--- config.mk ---
export PLATFORM = sky130hd
export DESIGN_NAME = benes_sched_ctrl
export DESIGN_NICKNAME = d
export VERILOG_FILES = /design/src/rtl/benes_pkg.sv /design/src/rtl/benes_cfg_table.sv /design/src/rtl/benes_sched_ctrl.sv
export SDC_FILE = /design/constraint.sdc
export NUM_CORES = 1
export LEC_CHECK = 0
export BUFFER_PORTS_ARGS = -buffer_cell sky130_fd_sc_hd__buf_2
export CORE_ASPECT_RATIO = 0.8
export CORE_MARGIN = 2
export CORE_UTILIZATION = 30
export DETAILED_ROUTE_END_ITERATION = 6
export GPL_ROUTABILITY_DRIVEN = 0
export MAX_ROUTING_LAYER = met4
export PLACE_DENSITY_LB_ADDON = 0.12
export SKIP_CTS_REPAIR_TIMING = 1
export SYNTH_ARGS = -nofsm -noshare
export SYNTH_HDL_FRONTEND = slang
export SYNTH_SLANG_ARGS = --single-unit
export TNS_END_PERCENT = 1
--- constraint.sdc ---
create_clock -name clk -period 3.6 [get_ports clk]
set_clock_uncertainty 0.15 [all_clocks]
set_input_delay 0.9 -clock clk [delete_from_list [all_inputs] [get_ports clk]]
set_output_delay 0.9 -clock clk [all_outputs]
set_load 0.03 [all_outputs]
--- src/rtl/benes_pkg.sv ---
// Shared sizing, stage-row type and controller state encoding for the Benes
// network schedule controller.
package benes_pkg;

  localparam int N_PORTS    = 8;
  localparam int LOG2_N     = $clog2(N_PORTS);
  localparam int STAGES     = 2 * LOG2_N - 1;
  localparam int SW_PER_STG = N_PORTS / 2;
  localparam int NUM_CFG    = 4;
  localparam int CFG_AW     = $clog2(NUM_CFG);
  localparam int STG_AW     = $clog2(STAGES);

  typedef logic [SW_PER_STG-1:0] stage_row_t;

  typedef enum logic [1:0] {
    RUN   = 2'd0,
    DRAIN = 2'd1,
    CFG   = 2'd2
  } ctrl_state_e;

endpackage

--- src/rtl/benes_cfg_table.sv ---
// Permutation configuration table: one write port, one read port per stage.
// Each stage reads only its own row of the entry selected for that stage.
module benes_cfg_table
  import benes_pkg::*;
(
  input  logic                         clk,
  input  logic                         rst,
  input  logic                         we,
  input  logic [CFG_AW-1:0]            wr_addr,
  input  logic [STG_AW-1:0]            wr_stage,
  input  stage_row_t                   wr_data,
  input  logic [STAGES*CFG_AW-1:0]     rd_addr,
  output logic [STAGES*SW_PER_STG-1:0] rd_data
);

  stage_row_t mem [NUM_CFG][STAGES];

  // Stage indices with no matching row (>= STAGES) simply never hit a row.
  always_ff @(posedge clk or posedge rst) begin
    if (rst) begin
      for (int a = 0; a < NUM_CFG; a++) begin
        for (int s = 0; s < STAGES; s++) begin
          mem[a][s] <= '0;
        end
      end
    end else begin
      for (int a = 0; a < NUM_CFG; a++) begin
        for (int s = 0; s < STAGES; s++) begin
          if (we && (wr_addr == CFG_AW'(a)) && (wr_stage == STG_AW'(s))) begin
            mem[a][s] <= wr_data;
          end
        end
      end
    end
  end

  genvar gi;
  generate
    for (gi = 0; gi < STAGES; gi++) begin : g_rd
      assign rd_data[gi*SW_PER_STG +: SW_PER_STG] = mem[rd_addr[gi*CFG_AW +: CFG_AW]][gi];
    end
  endgenerate

endmodule

--- src/rtl/benes_sched_ctrl.sv ---
// Schedule controller for a pipelined Benes fabric: skews per-beat switch
// settings across stages and arbitrates exclusive table-write windows.
module benes_sched_ctrl
  import benes_pkg::*;
(
  input  logic                         clk,
  input  logic                         rst,
  input  logic                         cfg_req,
  output logic                         cfg_gnt,
  input  logic                         cfg_we,
  input  logic [CFG_AW-1:0]            cfg_addr,
  input  logic [STG_AW-1:0]            cfg_stage,
  input  logic [SW_PER_STG-1:0]        cfg_bits,
  input  logic                         in_valid,
  input  logic [CFG_AW-1:0]            in_sel,
  output logic                         in_ready,
  output logic [STAGES*SW_PER_STG-1:0] sw_set,
  output logic                         out_valid,
  output logic                         busy
);

  ctrl_state_e state_reg, state_next;

  logic                         accept;
  logic [STAGES:1]              vld_reg;
  logic [CFG_AW-1:0]            sel_reg [1:STAGES-1];
  logic [STAGES-1:0]            row_vld;
  logic [STAGES*CFG_AW-1:0]     row_sel;
  logic [STAGES*SW_PER_STG-1:0] tbl_data;

  always_ff @(posedge clk or posedge rst) begin
    if (rst) begin
      state_reg <= RUN;
    end else begin
      state_reg <= state_next;
    end
  end

  always_comb begin
    state_next = state_reg;
    unique case (state_reg)
      RUN:     if (cfg_req) state_next = DRAIN;
      DRAIN:   if (!busy) state_next = CFG;
      CFG:     if (!cfg_req) state_next = RUN;
      default: state_next = RUN;
    endcase
  end

  // Ready is withheld the cycle a request appears and while reset is held.
  assign in_ready = (state_reg == RUN) && !cfg_req && !rst;
  assign cfg_gnt  = (state_reg == CFG);
  assign accept   = in_valid && in_ready;

  // Stage 0 uses the incoming beat directly; stage s uses the beat accepted s cycles ago.
  always_ff @(posedge clk or posedge rst) begin
    if (rst) begin
      vld_reg <= '0;
      for (int s = 1; s < STAGES; s++) begin
        sel_reg[s] <= '0;
      end
    end else begin
      vld_reg    <= {vld_reg[STAGES-1:1], accept};
      sel_reg[1] <= in_sel;
      for (int s = 2; s < STAGES; s++) begin
        sel_reg[s] <= sel_reg[s-1];
      end
    end
  end

  genvar gi;
  generate
    for (gi = 0; gi < STAGES; gi++) begin : g_row
      if (gi == 0) begin : g_head
        assign row_vld[gi]                   = accept;
        assign row_sel[gi*CFG_AW +: CFG_AW]  = in_sel;
      end else begin : g_tail
        assign row_vld[gi]                   = vld_reg[gi];
        assign row_sel[gi*CFG_AW +: CFG_AW]  = sel_reg[gi];
      end
      assign sw_set[gi*SW_PER_STG +: SW_PER_STG] =
        row_vld[gi] ? tbl_data[gi*SW_PER_STG +: SW_PER_STG] : '0;
    end
  endgenerate

  assign out_valid = vld_reg[STAGES];
  assign busy      = |vld_reg;

  benes_cfg_table u_table (
    .clk      (clk),
    .rst      (rst),
    .we       (cfg_gnt && cfg_we),
    .wr_addr  (cfg_addr),
    .wr_stage (cfg_stage),
    .wr_data  (cfg_bits),
    .rd_addr  (row_sel),
    .rd_data  (tbl_data)
  );

endmodule

======== Yosys cells after proc, flatten, opt, wreduce, memory -nomap -nowiden ========
Cells that the tools add are included.
storage, ports and cells
  output and inout port bits .............. 24
  logic and storage cells ................. 107
  register bits after elaboration ......... 95
  input port bits ......................... 16
operators by class
  bitwise gates (word level) .............. 5
  equal/unequal tests ..................... 12
  multiplexer cells ....................... 24
  reduce and logical (&&, ||, !) cells .... 35
  magnitude comparators ................... 5
operators by type and width
  cell                  number
  $bmux W20 S2          5
  $mux W20              2
  $mux W16              2
  $logic_and A1 B1 Y1   28
  $mux W4               7
  $mux W12              2
  $mux W8               2
  $ge A3 B3 Y1 const B  5
  $not A2 Y3            5
  $eq A2 B2 Y1 const B  3
  $eq A3 B2 Y1 const B  2
  $mux W2               3
  $ne A2 B2 Y1 const B  3
  $pmux W2 S3           1
  $reduce_or A5 Y1      1
  $eq A2 B1 Y1 const B  2
  $logic_not A2 Y1      2
  $eq A3 B1 Y1 const B  1
  $eq A3 B3 Y1 const B  1
  $logic_not A3 Y1      1
  $reduce_and A3 Y1     1
  $logic_not A1 Y1      2

======== Depth between registers and ports, before layout ========
Gate-level depths: netlist of the first run.
  depth after elaboration ................. 5
  depth in mapped cells ................... 4
  gate-level depth less buffers ........... 3

======== By module ========
From an unflattened synthesis of the first run, not the netlist that was laid out.
unflattened totals
  cells, all modules ...................... 269
  area, all modules ....................... 4177.8 um2
modules (own cells, without submodules)
  module            area each (um2)  times used  sequential area each (um2)  cells each
  benes_cfg_table   3585.9           1           2001.9                      222
  benes_sched_ctrl  591.8            1           375.4                       47

======== Worst setup path after synthesis of the first run ========
OpenSTA, ideal clock, no wires.
  path type ............................... input to output
  start ................................... in cfg_req
  end ..................................... out sw_set[0]
  buffers on the path ..................... 0
  arrival time ............................ 2.593 ns
  slack ................................... -0.043 ns
  required time ........................... 2.550 ns
  stages .................................. 2
  path through ............................ nor4_1 > and3_1
between the ends
  word-level cells in the longest chain between the ends .. 5
ends and longest elaborated chain
  item                               RTL line                source
  start, declared                    benes_sched_ctrl.sv:8   input logic cfg_req,
  $logic_not A1 Y1                   benes_sched_ctrl.sv:50  assign in_ready = (state_reg == RUN) && !cfg_req && !rst;
  $logic_and A1 B1 Y1 (2 in series)  benes_sched_ctrl.sv:50
  $logic_and A1 B1 Y1                benes_sched_ctrl.sv:52  assign accept = in_valid && in_ready;
  $mux W4                            benes_sched_ctrl.sv:81  row_vld[gi] ? tbl_data[gi*SW_PER_STG +: SW_PER_STG] : '0;
  end, declared                      benes_sched_ctrl.sv:17  output logic [STAGES*SW_PER_STG-1:0] sw_set,
No other way between the ends.

======== Worst setup path in the final report of the first run ========
  start ................................... in cfg_req
  end ..................................... out sw_set[3]
The elaborated chain is that of the path after synthesis.

==> results of run 1 <==
cell families (layout without fill, tap and decap cells):
kind of cell,after synthesis,count (layout)
flops,95,95
mux,100,100
simple gates,58,58
buf+inv,15,58
compound gates,2,2
synthesized netlist by cell type, drive strengths merged:
cell type	count
and2	17
nor2	4
inv	3
nand2	3
and4	3
nor3	1
nor4b	1
nand3	8
mux4	20
nor2b	2
a211oi	1
nor4	1
clkbuf	8
nand4	6
and2b	3
nand4b	1
a22o	1
nor4bb	1
mux2	80
and4bb	1
or4	1
and3	4
and4b	1
dfrtp	95
buf	4
power groups by stage:
stage / logic (mW) / clock network [mW] / registers [mW]
after detailed placement: 0.393 / 0 / 1.37
after global routing: 0.423 / 1.09 / 1.38
after CTS: 0.393 / 1.04 / 1.35
final: 0.385 / 1.00 / 1.35
after global placement: 0.388 / 0 / 1.37
after floorplan: 0.320 / 0 / 1.33
layout make-up:
class	count	area [µm²]	share of cell area
Clock buffer	11	242.7	0.04887
Clock inverter	4	70.07	0.01411
Inverter	3	12.51	0.002519
Multi-Input combinational cell	160	1824	0.3673
Sequential cell	95	2377	0.4786
Tap cell	180	225.2	0.04534
Timing Repair Buffer	40	215.2	0.04332
layer usage:
metal	vias to the layer above	GRT usage
li1	1086	-
met2	29	0.1917
met5	-	-
met3	9	0.03260
met4	0	0.03299
met1	1304	0.1954
per-stage QoR:
stage	instances	worst slack [ns]
after floorplan	270	0.07298
final	493	0.5660
after CTS	493	0.5378
after global placement	478	0.5571
after detailed placement	478	0.5455
after global routing	493	0.4597
worst register-to-register path, cell delays in order, from the launching register on:
cell,delay [ns]
dfrtp_1,0.46
and4bb_4,0.53
and4_1,0.41
mux2_2,0.37
final timing paths:
kind	startpoint	endpoint	slack, ns	cells after the start
max	cfg_req	sw_set[3]	0.57	4
min	u_table.mem[40]	u_table.mem[40]	0.35	1
max reg2reg	state_reg[0]	u_table.mem[13]	1.57	3
min reg2reg	u_table.mem[40]	u_table.mem[40]	0.35	1
max in group asynchronous	rst	vld_reg[5]	2.01	3
min in group asynchronous	rst	u_table.mem[36]	0.55	2
==> results.ini, run 1 <==
[status]
status=completed

[worst_setup_path]
slowest_stage=nor4_2
path_cells=buf_2, nor4_2, and3_1, buf_2
cp-end-kind=output pin
path_delay_family=simple AND/OR/NAND/NOR gates
required_ns=2.55
worstSetupPathType=in -> out
worst-endpoint-arrival_ns=1.98
cp_slowest_stage_delay_ns=0.51
crit_buf_inv=2
cp_max_fo=6
worstSetupStartpointType=input pin
crit_path_frequent_cell=buf_2

[timing]
worstMarginPinSlew_ns=0.7981
finalCriticalPeriod_ns=3.034
fin_crit_sh=0.8428
hold_slack_ns=0.3523
rsz0062_at_grt=false
setup_tns_ns=0
max_freq_mhz=329.6
finalSetupViolCount=0
slew_viol_final=0
relSlewSlack=0.4673
hold_viol_final=0

[detailed_routing]
wl_met1_um=4581
wl_per_cell_um=18.46
drt_wl_total_um=9099
drt-initial-drc-count=86
drtPass1Iterations=4
highest_layer=met4
vias=2428
route.met2.wl_um=4201
route.detailed.drc=0
antenna_left=0
viasPerCell=4.925
met3_length_um=254

[cts]
clkTransAtPathRegs_ns=0.06
ctsRootBufferMaster=clkbuf_16
cts_max_level=3
clk-insertion-delay-late_ns=0.33
cts_buffer_depth=2
cts_tree=done
cts_buffers=9
clkSinkCount=95

[pwr]
p_seq_frac=0.494
p_int_mw=2.082
comb_power_share=0.140
power_density_mw_per_mm2=551.4
p_switching_mw=0.6575
p_clk_frac=0.366
p_leak_nw=2.421
p_total_mw=2.739
ir_drop_mv=0.2049
p_sw_frac=0.2400

[synth]
synthMuxAreaShare=0.3170
ys_ff_latch=95
avgSynthCellArea_um2=15.79
synth.area.top_cells=dfrtp_1, mux2_2, mux4_2
ys_types=29
yosys.area_share.adder=0
synth_compound_area_frac=0.003816
syn_nets=286
synth_warnings=0
ys_seq_area_frac=0.5577
synth_area_mm2=0.004263
synth.top_cell.area_share=0.5577
synth-simple-area-share=0.1057
synthCells=270
synth_top_family_by_area=multiplexers
yosysTopAreaCell=dfrtp_1
synthXorXnorAreaFrac=0

[grt]
grt_use_total=0.1353
grt_overflow=0
grt_pass1_vias=2628
grt_max_degree=55
grt_pass1_wl_um=15120
antenna_found_initial=0

[floorplanning]
io_pins=40
start_util=0.3102
fp-row-count=38
die_h_um=110.6
design.core.area_mm2=0.01374
die_x_um=137.3
die_area_mm2=0.01519

[layout]
fin_area_mm2=0.004967
fillCellCount=1329
drive_gt1_frac=0.5431
largest_reg_flops=80
fin_nets=325
fin_util=0.3615
layout_commonest_cell=dfrtp_1
n_antenna_cell=0
final_cell_mix=dfrtp_1, mux2_2, buf_2
syn2layout_area_growth_pct=16.52

[placement]
placed_cell_area_mm2=0.004654
dp_hpwl_um=6305
io_buffers=39

[flow_run]
maxCapViolCount=0

[hold_path]
min_path_type=reg -> reg

No activity file was read; power rests on OpenSTA's default activity.
==> run 2, diff against run 1 <==
==> constraint.sdc (replaced) <==
create_clock -name clk -period 2.45 [get_ports clk]
set_clock_uncertainty 0.15 [all_clocks]
set_input_delay 0.6125 -clock clk [delete_from_list [all_inputs] [get_ports clk]]
set_output_delay 0.6125 -clock clk [all_outputs]
set_load 0.03 [all_outputs]
==> run 2 against run 1 <==
Against the previous run: core utilization up 1.7 points; hold slack worse by 0.14 ns; non-clock buffer count up 8; clock power up 61%; critical path depth unchanged; combinational power up 59%; first-iteration DRC count down 42%; via count down 0.74%; register-to-register slack worse by 1.0 ns; critical path type unchanged; critical endpoint unchanged; largest power group unchanged.
==> results.ini, run 2 (same netlist as run 1, synthesis figures left out) <==
[layout]
layout_commonest_cell=dfrtp_1
n_antenna_cell=0  ; unchanged
syn2layout_area_growth_pct=21.98
final_cell_mix=dfrtp_1, mux2_2, buf_2
fillCellCount=1289  ; -3.0%
post_layout_nonfiller_instances=502  ; +1.8%
drive_gt1_frac=0.6211  ; +0.07799
fin_nets=333  ; +2.5%
largest_reg_flops=80  ; unchanged

[worst_setup_path]
worstSetupStartpointType=input pin
worst-endpoint-arrival_ns=1.63  ; -0.35 ns
timing.rr.end=u_table.mem[15]
rrSetupSlack_ns=0.54  ; -1.03 ns
cp-end-kind=output pin
r2r-start=state_reg[0]
rr_worst_depth=3  ; unchanged
required_ns=1.69  ; -0.86 ns
worstSetupPathType=in -> out
cp_max_fo=5  ; -1

[grt]
grt_use_total=0.1401  ; +0.004794
grt_overflow=0  ; unchanged
grt_pass1_vias=2606  ; -0.84%
grt_max_degree=44  ; -20%
antenna_found_initial=0  ; unchanged
grt_pass1_wl_um=15400  ; +1.8%

[cts]
cts_tree=done
cts_max_level=3  ; unchanged
clkTransAtPathRegs_ns=0.06  ; about the same
cts_buffer_depth=2  ; unchanged
clkSinkCount=95  ; unchanged
ctsRootBufferMaster=clkbuf_16
clk-insertion-delay-late_ns=0.34  ; about the same
cts_buffers=9  ; unchanged

[detailed_routing]
route.detailed.drc=0  ; unchanged
vias=2410  ; -0.74%
drt_wl_total_um=9357  ; +2.8%
drtPass1Iterations=4  ; unchanged
antenna_left=0  ; unchanged
wl_per_cell_um=18.64  ; +0.99%
viasPerCell=4.801  ; -2.5%
drt-initial-drc-count=50  ; -42%

[timing]
finalCriticalPeriod_ns=2.395
fin_ws_ns=0.05458  ; -0.5115 ns
slew_viol_final=0  ; unchanged
relSlewSlack=0.5802  ; +0.1129
worstMarginPinSlew_ns=0.6284  ; -0.1697 ns
hold_viol_final=0  ; unchanged
finalSetupViolCount=0  ; unchanged
fin_crit_sh=0.9777
max_freq_mhz=417.5
rsz0062_at_grt=true
hold_slack_ns=0.2171  ; -0.1353 ns
setup_tns_ns=0  ; unchanged

[placement]
io_buffers=39  ; unchanged
dp_cells=484  ; +1.3%
dp_hpwl_um=6479  ; +2.8%
dp_slack_ns=0.005953  ; -0.5395 ns

[floorplanning]
io_pins=40  ; unchanged
die_area_mm2=0.01519  ; unchanged
die_h_um=110.6  ; unchanged
die_x_um=137.3  ; unchanged
start_util=0.3102  ; unchanged
design.core.area_mm2=0.01374  ; unchanged
fp-row-count=38  ; unchanged

[pwr]
comb_power_share=0.145  ; +0.005
p_clk_frac=0.383  ; +0.017
p_switching_mw=1.008  ; +53%
ir_drop_mv=0.3030  ; +48%
power_density_mw_per_mm2=809.8  ; +47%
p_int_mw=3.203  ; +54%
p_seq_frac=0.472  ; -0.022
p_leak_nw=2.486  ; +2.7%
p_sw_frac=0.2394  ; -0.0006438

[status]
status=completed

[hold_path]
min_path_type=in -> async

[flow_run]
maxCapViolCount=0  ; unchanged

-- run 2: final cells by class --
class                   count  area (µm²)  area share
flip-flops and latches     95        2386      0.4589
multi-input cells         160        1861      0.3578
repair buffers             48       365.4     0.07026
clock buffers              11       242.7     0.04668
well taps                 180       225.2     0.04331
clock inverters             5       105.1     0.02021
inverters                   3       15.01    0.002887
-- run 2: metal layers --
metal | GRT usage | vias to the layer above | share of wire | wire, µm
met4 | 0.03711 | 0 | 0.011 | 99
met5 | - | - | 0 | 0
li1 | - | 1097 | - | -
met1 | 0.2005 | 1274 | 0.51 | 4761
met2 | 0.1970 | 30 | 0.46 | 4265
met3 | 0.03627 | 9 | 0.025 | 230
-- run 2: worst max-delay path: stages --
cell	delay (ns)
clkbuf_4	0.16
mux4_2	0.50
and3_1	0.19
buf_2	0.17
-- run 2: per-stage QoR --
step / power (mW) / utilization / area (µm²)
after global routing: 4.430 / 0.3784 / 5200
after global placement: 2.587 / 0.3427 / 4708
after detailed placement: 2.607 / 0.3427 / 4708
after floorplan: 2.419 / - / 4267
after CTS: 4.240 / 0.3680 / 5056
final: 4.211 / 0.3784 / 5200
-- run 2: worst max path at each step --
stage	startpoint	to
2_1_floorplan	cfg_req	sw_set[0]
3_3_place_gp	in_sel[0]	sw_set[2]
3_5_place_dp	in_sel[0]	sw_set[3]
4_1_cts	row_sel[6]	sw_set[13]
5_1_grt	row_sel[8]	sw_set[17]
6_report	in_sel[0]	sw_set[3]
-- run 2: power groups by stage --
stage               logic [mW]  registers [mW]  clock network [mW]
finish                   0.611            1.99                1.61
global placement         0.577            2.01                   0
detailed placement       0.594            2.01                   0
global route             0.670            2.02                1.74
floorplan                0.469            1.95                   0
CTS                      0.594            1.99                1.66
